--- src/rtl/pll_delay_cal.sv ---
// pll_delay_cal: sweeps the PLL fine-delay taps, finds the longest error-free run and parks at its centre
module pll_delay_cal #(
  parameter int TAP_W       = 4,
  parameter int SETTLE_CYC  = 256,
  parameter int WIN_CYC     = 4096,
  parameter int DEFAULT_TAP = 15
) (
  input  logic             clk,
  input  logic             rst_n,
  input  logic             start,
  input  logic             pll_lock,
  input  logic             chk_err,
  output logic [TAP_W-1:0] delay,
  output logic             busy,
  output logic             done,
  output logic             ok,
  output logic [TAP_W-1:0] win_lo,
  output logic [TAP_W:0]   win_len
);
  localparam int CNT_W = $clog2((SETTLE_CYC > WIN_CYC ? SETTLE_CYC : WIN_CYC) + 1);
  localparam logic [CNT_W-1:0] SET_END = CNT_W'(SETTLE_CYC - 1);
  localparam logic [CNT_W-1:0] WIN_END = CNT_W'(WIN_CYC - 1);
  localparam logic [CNT_W-1:0] CNT_ONE = CNT_W'(1);
  localparam logic [TAP_W-1:0] DEF_TAP = TAP_W'(DEFAULT_TAP);
  localparam logic [TAP_W-1:0] TAP_MAX = '1;
  localparam logic [TAP_W-1:0] TAP_ONE = TAP_W'(1);
  localparam logic [TAP_W:0]   LEN_ONE = (TAP_W + 1)'(1);
  typedef enum logic [2:0] {IDLE, SETTLE, MEASURE, NEXT, FINAL} state_t;
  state_t state, nxt;
  logic [CNT_W-1:0] cnt;
  logic             err_flag, abort, cnt_end;
  logic [TAP_W-1:0] cur_lo, best_lo, run_lo, centre;
  logic [TAP_W:0]   cur_len, best_len, run_len;
  assign abort   = state != IDLE && !pll_lock;
  assign cnt_end = cnt == (state == SETTLE ? SET_END : WIN_END);
  assign run_len = cur_len + LEN_ONE;
  assign run_lo  = cur_len == '0 ? delay : cur_lo;
  assign centre  = best_lo + TAP_W'((best_len - LEN_ONE) >> 1);
  always_ff @(posedge clk or negedge rst_n)
    if (!rst_n) state <= IDLE;
    else state <= nxt;
  always_comb begin
    nxt = state;
    case (state)
      IDLE:    nxt = start && pll_lock ? SETTLE : IDLE;
      SETTLE:  nxt = cnt_end ? MEASURE : SETTLE;
      MEASURE: nxt = cnt_end ? NEXT : MEASURE;
      NEXT:    nxt = delay == TAP_MAX ? FINAL : SETTLE;
      default: nxt = IDLE;
    endcase
    if (abort) nxt = IDLE;
  end
  // every output is registered; abort wins over whatever the current state would do
  always_ff @(posedge clk or negedge rst_n)
    if (!rst_n) begin
      delay    <= DEF_TAP;
      busy     <= 1'b0;
      done     <= 1'b0;
      ok       <= 1'b0;
      win_lo   <= '0;
      win_len  <= '0;
      cnt      <= '0;
      err_flag <= 1'b0;
      cur_lo   <= '0;
      cur_len  <= '0;
      best_lo  <= '0;
      best_len <= '0;
    end else begin
      done <= 1'b0;
      if (abort) begin
        delay <= DEF_TAP;
        done  <= 1'b1;
        busy  <= 1'b0;
        ok    <= 1'b0;
      end else
        case (state)
          IDLE:
            if (start) begin
              ok <= 1'b0;
              if (pll_lock) begin
                busy     <= 1'b1;
                delay    <= '0;
                cnt      <= '0;
                err_flag <= 1'b0;
                cur_lo   <= '0;
                cur_len  <= '0;
                best_lo  <= '0;
                best_len <= '0;
              end else done <= 1'b1;
            end
          SETTLE: cnt <= cnt_end ? '0 : cnt + CNT_ONE;
          MEASURE: begin
            cnt <= cnt_end ? '0 : cnt + CNT_ONE;
            if (chk_err) err_flag <= 1'b1;
          end
          NEXT: begin
            err_flag <= 1'b0;
            cur_len  <= err_flag ? '0 : run_len;
            if (!err_flag) cur_lo <= run_lo;
            if (!err_flag && run_len > best_len) begin
              best_lo  <= run_lo;
              best_len <= run_len;
            end
            if (delay != TAP_MAX) delay <= delay + TAP_ONE;
          end
          FINAL: begin
            busy    <= 1'b0;
            done    <= 1'b1;
            win_lo  <= best_lo;
            win_len <= best_len;
            ok      <= best_len != '0;
            delay   <= best_len != '0 ? centre : DEF_TAP;
          end
          default: ;
        endcase
    end
endmodule

--- config.mk ---
export PLATFORM = sky130hd
export DESIGN_NAME = pll_delay_cal
export DESIGN_NICKNAME = d
export VERILOG_FILES = /design/src/rtl/pll_delay_cal.sv
export SDC_FILE = /design/constraint.sdc
export NUM_CORES = 1
export LEC_CHECK = 0
export CAP_MARGIN = 30
export CORE_MARGIN = 2
export CORE_UTILIZATION = 45
export CTS_CLUSTER_DIAMETER = 100
export CTS_CLUSTER_SIZE = 14
export DETAILED_ROUTE_END_ITERATION = 8
export HOLD_SLACK_MARGIN = 0.12
export PLACE_DENSITY_LB_ADDON = 0.08
export SLEW_MARGIN = 20
export SYNTH_ARGS = -nofsm -noshare
export SYNTH_HDL_FRONTEND = slang
export SYNTH_SLANG_ARGS = --single-unit
--- constraint.sdc ---
create_clock -name clk -period 5.9 [get_ports clk]
set_input_delay 1.18 -clock clk [delete_from_list [all_inputs] [get_ports clk]]
set_output_delay 1.18 -clock clk [all_outputs]
set_load 0.005 [all_outputs]
==> summary.md, run 1 <==
| Metric | Value |
|---|---|
| Outcome | `finished clean` |
| Total grt overflow | `0` |
| Routability cong. | `0.7856` |
| PostCTS Resize Cnt | `0` |
| Clock power frac | `30.4%` |
| Skew-Pair Late Insertion Delay | `0.30 ns` |
| Critical path required time | `6.12 ns` |
| # clock sinks | `51` |
| Sequential Power Share | `56.7%` |
| Avg WL per Cell | `16.98 um` |
| Post-DP HPWL | `4630 um` |
| Max-cap violations | `0` |
| FF+latch count, synth | `51` |
| Hold Crit Class | `flip-flop to flip-flop` |
| Comb power frac | `12.9%` |
| P_leak | `1.436 nW` |
| DRC viols | `0` |
| Mapped Area | `3034 um2` |
| Vias/cell | `5.893` |
| CP max FO | `13` |
| Max incr delay on CP | `0.71 ns` |
| Slew headroom | `44.56%` |
| Worst setup EP type | `flip-flop` |
| # rows | `29` |
| Leading post-synthesis cells by cell area | `dfrtp_1 (39%), ha_1 (5.4%), mux2_2 (3.7%)` |
| Crit path cell chain | `clkdlybuf4s50_1 -> nor2b_1 -> o211ai_1 -> or2_1 -> o31ai_1` |
| Pin count of the biggest net entering global routing | `52` |
| Top-count cell post-synth | `dfrtp_1` |
| Worst-Margin Slew | `0.8295 ns` |
| Vias in the first global route | `2327` |
| Via Count | `2304` |
| Share of layout cells above drive strength 1 | `12.42%` |
| Post-synth EDFFs | `0` |
| Root buffer cell | `clkbuf_8` |
| Die Wd | `86.12 um` |
| Final Non-Filler Cells | `391` |
| Final setup violation count | `0` |
| TritonCTS buffer count | `5` |
| Synth area leader | `dfrtp_1` |
| Setup crit start kind | `input port` |
| Die area | `7416 um2` |
| Unrepaired setup endpoints after global routing | `no` |
| Warnings from Yosys | `0` |
| Crit share post-route | `60.09%` |
| Post-route clock skew | `0.01063 ns` |
| Nets | `332` |
| Top cells by count, synth | `dfrtp_1 (47), nand2_1 (26), nand3_1 (18), o21ai_0 (16)` |
| IO Pins | `21` |
| PortBufs | `20` |
| Avg Cell Area, Syn | `10.15 um2` |
| Gr usage total | `19.75%` |
| Total core area | `6422 um2` |
| Starting Density | `47.24%` |
| Setup TNS | `0 ns` |
| Minimum clock period | `3.546 ns` |
| Worst vdd ir | `0.1175 mV` |
| CTS tree | `yes` |
| Initial DRC Count | `134` |
| Postcts setup bufs | `0` |
| Sequential share of the synthesized area | `42.23%` |
| Register Area | `1281 um2` |
| Buffer depth of the longest clock path | `2` |
| Slowest CP cell | `clkdlybuf4s50_1` |
| Clock slew at reported path FFs | `0.09 ns` |
| H-tree levels | `2` |
| Pre-antenna DRT Iters | `4` |
| Max frequency | `282.0 MHz` |
| Placed Cells | `383` |
| Chip height | `86.12 um` |
| Mapped Cells | `299` |
| Switching pwr | `0.1846 mW` |
| Post-synthesis async set-or-reset flop share | `100.0%` |
| Final ANT Viol Nets | `0` |
| Final hold violation count | `0` |
| Crit path kind | `input port to flip-flop` |
| Synth Net Count | `318` |
| Post-Route WL | `6641 um` |
| P_int | `0.5023 mW` |
| Arrival @ worst endpoint | `3.76 ns` |
| Diode count | `0` |
| First-pass GRT wire length | `11630 um` |
| Sw frac | `26.88%` |
| Synth cell types | `58` |
| Synthesis-to-finish area growth | `9.897%` |
| Area of the multi-input gates | `1614 um2` |
| Power Total | `0.6869 mW` |
| Ys flop type | `dfrtp_1` |
| Post-synth top area share | `38.76%` |
| Power Density | `206.0 nW/um2` |
| Post-CTS Hold Buffers | `0` |
| Initial antenna violation count | `0` |
| Max Slew Vio Count | `0` |
| Filler instances | `605` |
registers in the layout, indices dropped and copies added (netlist names), 3 cells and up:
signal,count
win_lo,4
cur_lo,4
state,3
delay,4
best_lo,4
best_len,5
cur_len,5
win_len,5
cnt,13
worst max-delay path: cells and delay by family:
kind	cells	cell delay [ns]
buf+inv	1	0.71
simple gates	2	1.10
compound gates	2	0.77
metal layers:
metal	track usage (%)	up-vias	part of all wire [%]
li1	-	1130	-
met5	0	-	0
met3	2.502	6	2.3
met4	4.762	0	0.89
met1	28.48	1139	51
met2	31.64	29	46
path summary, 6_finish.rpt:
| kind | start | to | slack [ns] | cells after the start |
|---|---|---|---|---|
| max in group asynchronous | rst_n | cur_len[3] | 4.47 | 2 |
| worst max-delay path | pll_lock | cnt[9] | 2.35 | 5 |
| min in group asynchronous | rst_n | cnt[9] | 0.98 | 2 |
| worst min-delay path | cur_lo[3] | cur_lo[3] | 0.51 | 1 |
| worst max register to register | cur_len[0] | best_lo[1] | 3.08 | 9 |
| worst min register to register | cur_lo[3] | cur_lo[3] | 0.51 | 1 |
cell families after synthesis:
group,count (synthesis),synth area share [%]
fa+ha+maj,14,6.021
simple gates,98,17.65
compound gates,83,20.83
mux,16,5.814
xor+xnor,10,2.887
buf+inv,27,4.577
flops,51,42.23
per-stage QoR:
stage                     setup WS (ns)  util, %  hold WS, ns  cell area, um2
after detailed placement          2.044    50.50       0.4849            3243
after global placement            2.112    50.50       0.4843            3243
after CTS                         2.388    51.92       0.5118            3334
final                             2.354    51.92       0.5115            3334
after floorplan                   3.365        -       0.4651            3034
after global routing              2.116    51.92       0.5277            3334
layout make-up:
type | instances | share of cell area, %
Sequential cell | 51 | 38.42
Clock inverter | 1 | 0.1501
Clock buffer | 7 | 2.589
Inverter | 13 | 1.463
Multi-Input combinational cell | 221 | 48.41
Timing Repair Buffer | 21 | 6.079
Tap cell | 77 | 2.889
power by group through the flow:
| stage | Combinational, mW | Clock, mW | Sequential, mW |
|---|---|---|---|
| 2_1_floorplan | 0.0594 | 0 | 0.390 |
| 3_3_place_gp | 0.0889 | 0 | 0.396 |
| 3_5_place_dp | 0.0897 | 0 | 0.396 |
| 4_1_cts | 0.0900 | 0.217 | 0.389 |
| 5_1_grt | 0.0996 | 0.227 | 0.393 |
| 6_report | 0.0886 | 0.209 | 0.390 |
cells in the final DEF, fill, tap and decap left out, types with 3 or more instances in the layout:
cell type,count
a21o_1,6
a21oi_1,8
a22o_1,5
and2_1,4
and3_1,4
and4_1,4
clkbuf_8,6
clkdlybuf4s50_1,19
dfrtp_1,47
dfstp_2,4
ha_1,13
inv_1,13
mux2_2,10
mux2i_1,5
nand2_1,26
nand2b_1,5
nand3_1,18
nor2_1,13
nor3_1,5
o211ai_1,5
o21a_1,3
o21ai_0,16
o21ai_1,3
o2bb2ai_1,3
o31ai_1,9
o31ai_2,7
o41ai_1,3
or3_1,4
xor2_1,8
Note: power is estimated with default switching activity, not from simulation.
==> run 2: changes to the inputs <==
==> constraint.sdc (replaced) <==
create_clock -name clk -period 3.4 [get_ports clk]
set_input_delay 0.68 -clock clk [delete_from_list [all_inputs] [get_ports clk]]
set_output_delay 0.68 -clock clk [all_outputs]
set_load 0.005 [all_outputs]
==> run 2 against run 1 <==
  * Sequential power increased by 73%
  * Final area is 2.3% higher
  * Non-clock buffer count increased by 4
  * Worst setup slack worse by 1.7 ns
  * Sequential share of layout area down 0.85 points
  * Clock-buffer cell count fell by 2
  * Sequential cell count is the same
  * Combinational power up 77%
  * Highest routed layer unchanged
==> summary.md, run 2 (same netlist as run 1, synthesis figures left out) <==
| Metric | Value |
|---|---|
| Max Slew Vio Count | `0` |
| PortBufs | `20` |
| Critical path required time | `3.61 ns` |
| Unrepaired setup endpoints after global routing | `no` |
| Crit path cell chain | `ha_1 -> nand3_1 -> xor2_1 -> inv_1 -> ha_1 -> and3_1 -> a31o_2 -> a311o_1 -> o31ai_1` |
| Crit share post-route | `81.13%` |
| Post-DP HPWL | `4660 um` |
| Slew headroom | `48.48%` |
| Hold Crit Class | `input port to asynchronous set/reset pin` |
| Total grt overflow | `0` |
| Worst vdd ir | `0.1788 mV` |
| Final ANT Viol Nets | `0` |
| CP max FO | `18` |
| Diode count | `0` |
| Starting Density | `47.24%` |
| Minimum clock period | `2.759 ns` |
| Slowest CP cell | `a311o_1` |
| Filler instances | `572` |
| Design area | `3410 um2` |
| Hold slack final | `0.3970 ns` |
| DRC viols | `0` |
| Post-Route WL | `6568 um` |
| Routability cong. | `0.8086` |
| Crit path max-delay family | `compound AO/OA/AOI/OAI gates` |
| CTS tree | `yes` |
| Buffer depth of the longest clock path | `2` |
| Avg WL per Cell | `16.63 um` |
| Outcome | `finished clean` |
| Placed Cells | `387` |
| Via Count | `2325` |
| Vias/cell | `5.886` |
| Post-CTS Hold Buffers | `0` |
| Gr usage total | `19.25%` |
| PostCTS Resize Cnt | `0` |
| Setup TNS | `0 ns` |
| P_leak | `1.471 nW` |
| Setup crit start kind | `flip-flop` |
| Root buffer cell | `clkbuf_8` |
| Post-layout util | `53.09%` |
| First-pass GRT wire length | `11340 um` |
| Most frequent cells in the layout | `dfrtp_1 (47), nand2_1 (26), clkdlybuf4s50_1 (19)` |
| Worst slack at placement | `0.5464 ns` |
| Initial DRC Count | `142` |
| Vias in the first global route | `2248` |
| Worst-Margin Slew | `0.7708 ns` |
| Max frequency | `362.5 MHz` |
| Worst path depth | `9` |
| Setup WS post-layout | `0.6415 ns` |
| Pre-antenna DRT Iters | `4` |
| Chip height | `86.12 um` |
| CP dominant cell by count | `ha_1` |
| TritonCTS buffer count | `5` |
| # clock sinks | `51` |
| Worst Reg-to-Reg Cells | `9` |
| Reg-to-reg setup timing slack | `0.64 ns` |
| Final setup violation count | `0` |
| Post-route clock skew | `0.01290 ns` |
| Total core area | `6422 um2` |
| Power Total | `1.336 mW` |
| # rows | `29` |
| H-tree levels | `2` |
| Nets | `336` |
| Max reg flops | `13` |
| Clock slew at reported path FFs | `0.10 ns` |
| Pin count of the biggest net entering global routing | `30` |
| Skew-Pair Late Insertion Delay | `0.31 ns` |
| Initial antenna violation count | `0` |
| Synthesis-to-finish area growth | `12.37%` |
| Biggest register | `cnt` |
| Power Density | `392.0 nW/um2` |
| Postcts setup bufs | `0` |
| Arrival @ worst endpoint | `2.97 ns` |
| Final hold violation count | `0` |
| Max-cap violations | `0` |
| IO Pins | `21` |
| Die area | `7416 um2` |
| Worst setup EP type | `flip-flop` |
| Commonest non-fill, non-tap cell in the layout | `dfrtp_1` |
| Final Non-Filler Cells | `395` |
| Max incr delay on CP | `0.51 ns` |
| Crit path kind | `flip-flop to flip-flop` |
| Cell area after placement | `3273 um2` |
| Die Wd | `86.12 um` |
| CP Buf/Inv Count | `1` |
| Share of layout cells above drive strength 1 | `13.84%` |
## run 2: area by class of cell
cell class,count,area [um2],share of cell area [%]
inverters,13,48.80,1.431
well taps,77,96.34,2.826
clock buffers,5,68.82,2.018
multi-input cells,221,1614,47.34
clock inverters,3,67.56,1.982
flip-flops and latches,51,1281,37.58
repair buffers,25,232.7,6.826
## run 2: per-layer routing
metal	wire [um]	GRT usage [%]	vias to the layer above
li1	-	-	1136
met1	3305	28.72	1137
met2	2978	29.39	48
met3	238	3.080	4
met4	45	4.329	0
met5	0	0	-
## run 2: final timing paths
check,startpoint,end
max,cur_len[0],best_lo[3]
min,rst_n,cnt[11]
max in group asynchronous,rst_n,cur_len[0]
max reg2reg,cur_len[0],best_lo[3]
min in group clk,cur_lo[1],cur_lo[1]
min reg2reg,cur_lo[1],cur_lo[1]
## run 2: report_power, final
part	internal [mW]	switching [mW]
logic	0.0739	0.0834
clock network	0.294	0.211
registers	0.637	0.0384
==> run 3: changes to the inputs <==
==> constraint.sdc (replaced) <==
create_clock -name clk -period 2.4 [get_ports clk]
set_input_delay 0.48 -clock clk [delete_from_list [all_inputs] [get_ports clk]]
set_output_delay 0.48 -clock clk [all_outputs]
set_load 0.005 [all_outputs]
==> run 3 against run 2 <==
  * The flow now finishes with violations (negative setup slack)
  * Final area up 9.5%
  * Critical path depth unchanged
  * Register-to-register slack worse by 0.68 ns
  * Clock skew down 0.0039 ns
  * Fmax up 13%
  * Wire length up 5.3%
  * Power up 37%
  * Hold slack worse by 0.26 ns
  * Largest cell class unchanged
  * Highest routed layer unchanged
==> summary.md, run 3 (same netlist as run 1, synthesis figures left out) <==
| Metric | Value |
|---|---|
| Arrival @ worst endpoint | `2.65 ns` |
| Failing checks | `negative setup slack` |
| Crit path cell chain | `ha_4 -> buf_6 -> xor2_2 -> ha_1 -> and3_4 -> a31o_4 -> a311o_2 -> clkbuf_16 -> o31ai_2` |
| IO Pins | `21` |
| Max Slew Vio Count | `0` |
| Share of layout cells above drive strength 1 | `24.71%` |
| Synthesis-to-finish area growth | `23.09%` |
| Final hold violation count | `0` |
| Gr usage total | `19.45%` |
| Total core area | `6422 um2` |
| FF-to-FF Start | `cur_len[1]` |
| Setup crit start kind | `flip-flop` |
| DR top layer | `met4` |
| Final ANT Viol Nets | `0` |
| # rows | `29` |
| Crit path kind | `flip-flop to flip-flop` |
| Max-cap violations | `0` |
| Via Count | `2448` |
| H-tree levels | `2` |
| Diode count | `0` |
| Slew headroom | `60.63%` |
| DRC viols | `0` |
| Die area | `7416 um2` |
| Post-Route WL | `6913 um` |
| Initial DRC Count | `176` |
| Most frequent cells in the layout | `dfrtp_1 (46), nand2_1 (26), buf_4 (22)` |
| Hold slack final | `0.1404 ns` |
| PortBufs | `20` |
| Crit share post-route | `101.5%` |
| Chip height | `86.12 um` |
| Vias/cell | `5.871` |
| Setup TNS | `-0.08630 ns` |
| Hold Crit Class | `input port to asynchronous set/reset pin` |
| Pin count of the biggest net entering global routing | `31` |
| Routability cong. | `0.8337` |
| Slowest CP cell | `dfrtp_1` |
| Final setup violation count | `6` |
| Total grt overflow | `0` |
| Clock slew at reported path FFs | `0.10 ns` |
| Metal2 WL | `3004 um` |
| Nets | `358` |
| Pre-antenna DRT Iters | `4` |
| Vias in the first global route | `2262` |
| CP max FO | `5` |
| Skew-Pair Late Insertion Delay | `0.30 ns` |
| Unrepaired setup endpoints after global routing | `yes` |
| Commonest non-fill, non-tap cell in the layout | `dfrtp_1` |
| Post-route clock skew | `0.008974 ns` |
| Outcome | `finished with violations` |
| Worst-Margin Slew | `0.5906 ns` |
| Starting Density | `47.24%` |
| Post-layout util | `58.15%` |
| Buffer depth of the longest clock path | `2` |
| Power Density | `490.3 nW/um2` |
| Worst setup EP type | `flip-flop` |
| # clock sinks | `51` |
| Setup WS post-layout | `-0.03487 ns` |
| TritonCTS buffer count | `5` |
| R2R Path End | `best_lo[2]` |
| Die Wd | `86.12 um` |
| Root buffer cell | `clkbuf_8` |
| Max incr delay on CP | `0.44 ns` |
| Max frequency | `410.7 MHz` |
| Minimum clock period | `2.435 ns` |
| Avg WL per Cell | `16.58 um` |
| Worst vdd ir | `0.2831 mV` |
| First-pass GRT wire length | `11390 um` |
| Initial antenna violation count | `0` |
| WL met1 | `3492 um` |
| Max reg flops | `13` |
| P_leak | `1.612 nW` |
| CTS tree | `yes` |
| Post-DP HPWL | `4940 um` |
| WL met3 | `319 um` |
| Critical path required time | `2.62 ns` |
| Biggest register | `cnt` |
| Reg-to-reg setup timing slack | `-0.03 ns` |
| Worst Reg-to-Reg Cells | `9` |
[run 3: cell count changes in the layout (fill, tap and decap cells not counted), moves of 3 or more]
| cell | delta |
|---|---|
| buf_4 | +17 |
| ha_1 | -3 |
| ha_4 | +3 |
| nand3_1 | -3 |
| o31ai_1 | -5 |
| o31ai_2 | +4 |
[run 3: layout make-up]
class | instances | area [um2]
fillers | 558 | 2688
flip-flops and latches | 51 | 1282
multi-input cells | 221 | 1742
clock inverters | 2 | 35.03
well taps | 77 | 96.34
repair buffers | 47 | 447.9
inverters | 13 | 48.80
clock buffers | 6 | 82.58
[run 3: what timing repair did]
item                                    4_1_cts  5_1_grt
hold buffers                                  0        0
cloned                                        0        2
resized for setup                             2       18
setup buffers                                 0        3
endpoints found under the setup margin        2       10
[run 3: routing by layer]
| metal | GRT usage (%) | vias up |
|---|---|---|
| met1 | 30.58 | 1205 |
| met5 | 0 | - |
| met2 | 27.91 | 49 |
| met4 | 4.329 | 0 |
| li1 | - | 1187 |
| met3 | 3.272 | 7 |
[run 3: worst max path at each step]
stage	from	cells past startpoint	endpoint	slack, ns
after global routing	cur_len[1]	9	best_lo[2]	-0.14
final	cur_len[1]	9	best_lo[2]	-0.03
after CTS	cur_len[1]	10	best_lo[0]	-0.0007
after global placement	cur_len[1]	10	best_lo[1]	0.06
after floorplan	cur_len[0]	12	best_len[3]	0.002
after detailed placement	cur_len[1]	10	best_lo[1]	-0.003
[run 3: critical path: cells and delay by family, from the launching register on]
family | cells | cell delay (ns)
AO/OA/AOI/OAI | 3 | 0.82
XOR/XNOR | 1 | 0.14
adder cells (fa/ha/maj) | 2 | 0.47
buffers and inverters | 2 | 0.30
flip-flops | 1 | 0.44
AND/OR/NAND/NOR | 1 | 0.18
[run 3: where the power goes]
group,total (mW),internal (mW),switching (mW)
combinational,0.258,0.124,0.134
sequential,0.951,0.902,0.0496
clock,0.622,0.338,0.284
total,1.83,1.36,0.467
[run 3: metrics by stage]
stage	setup slack [ns]	area (um2)	std cells	power, mW
2_1_floorplan	0.001815	3059	299	1.104
3_3_place_gp	0.05865	3451	404	1.208
3_5_place_dp	-0.002970	3451	404	1.213
4_1_cts	-0.0006695	3578	412	1.841
5_1_grt	-0.1353	3735	417	1.925
6_report	-0.03487	3735	417	1.831
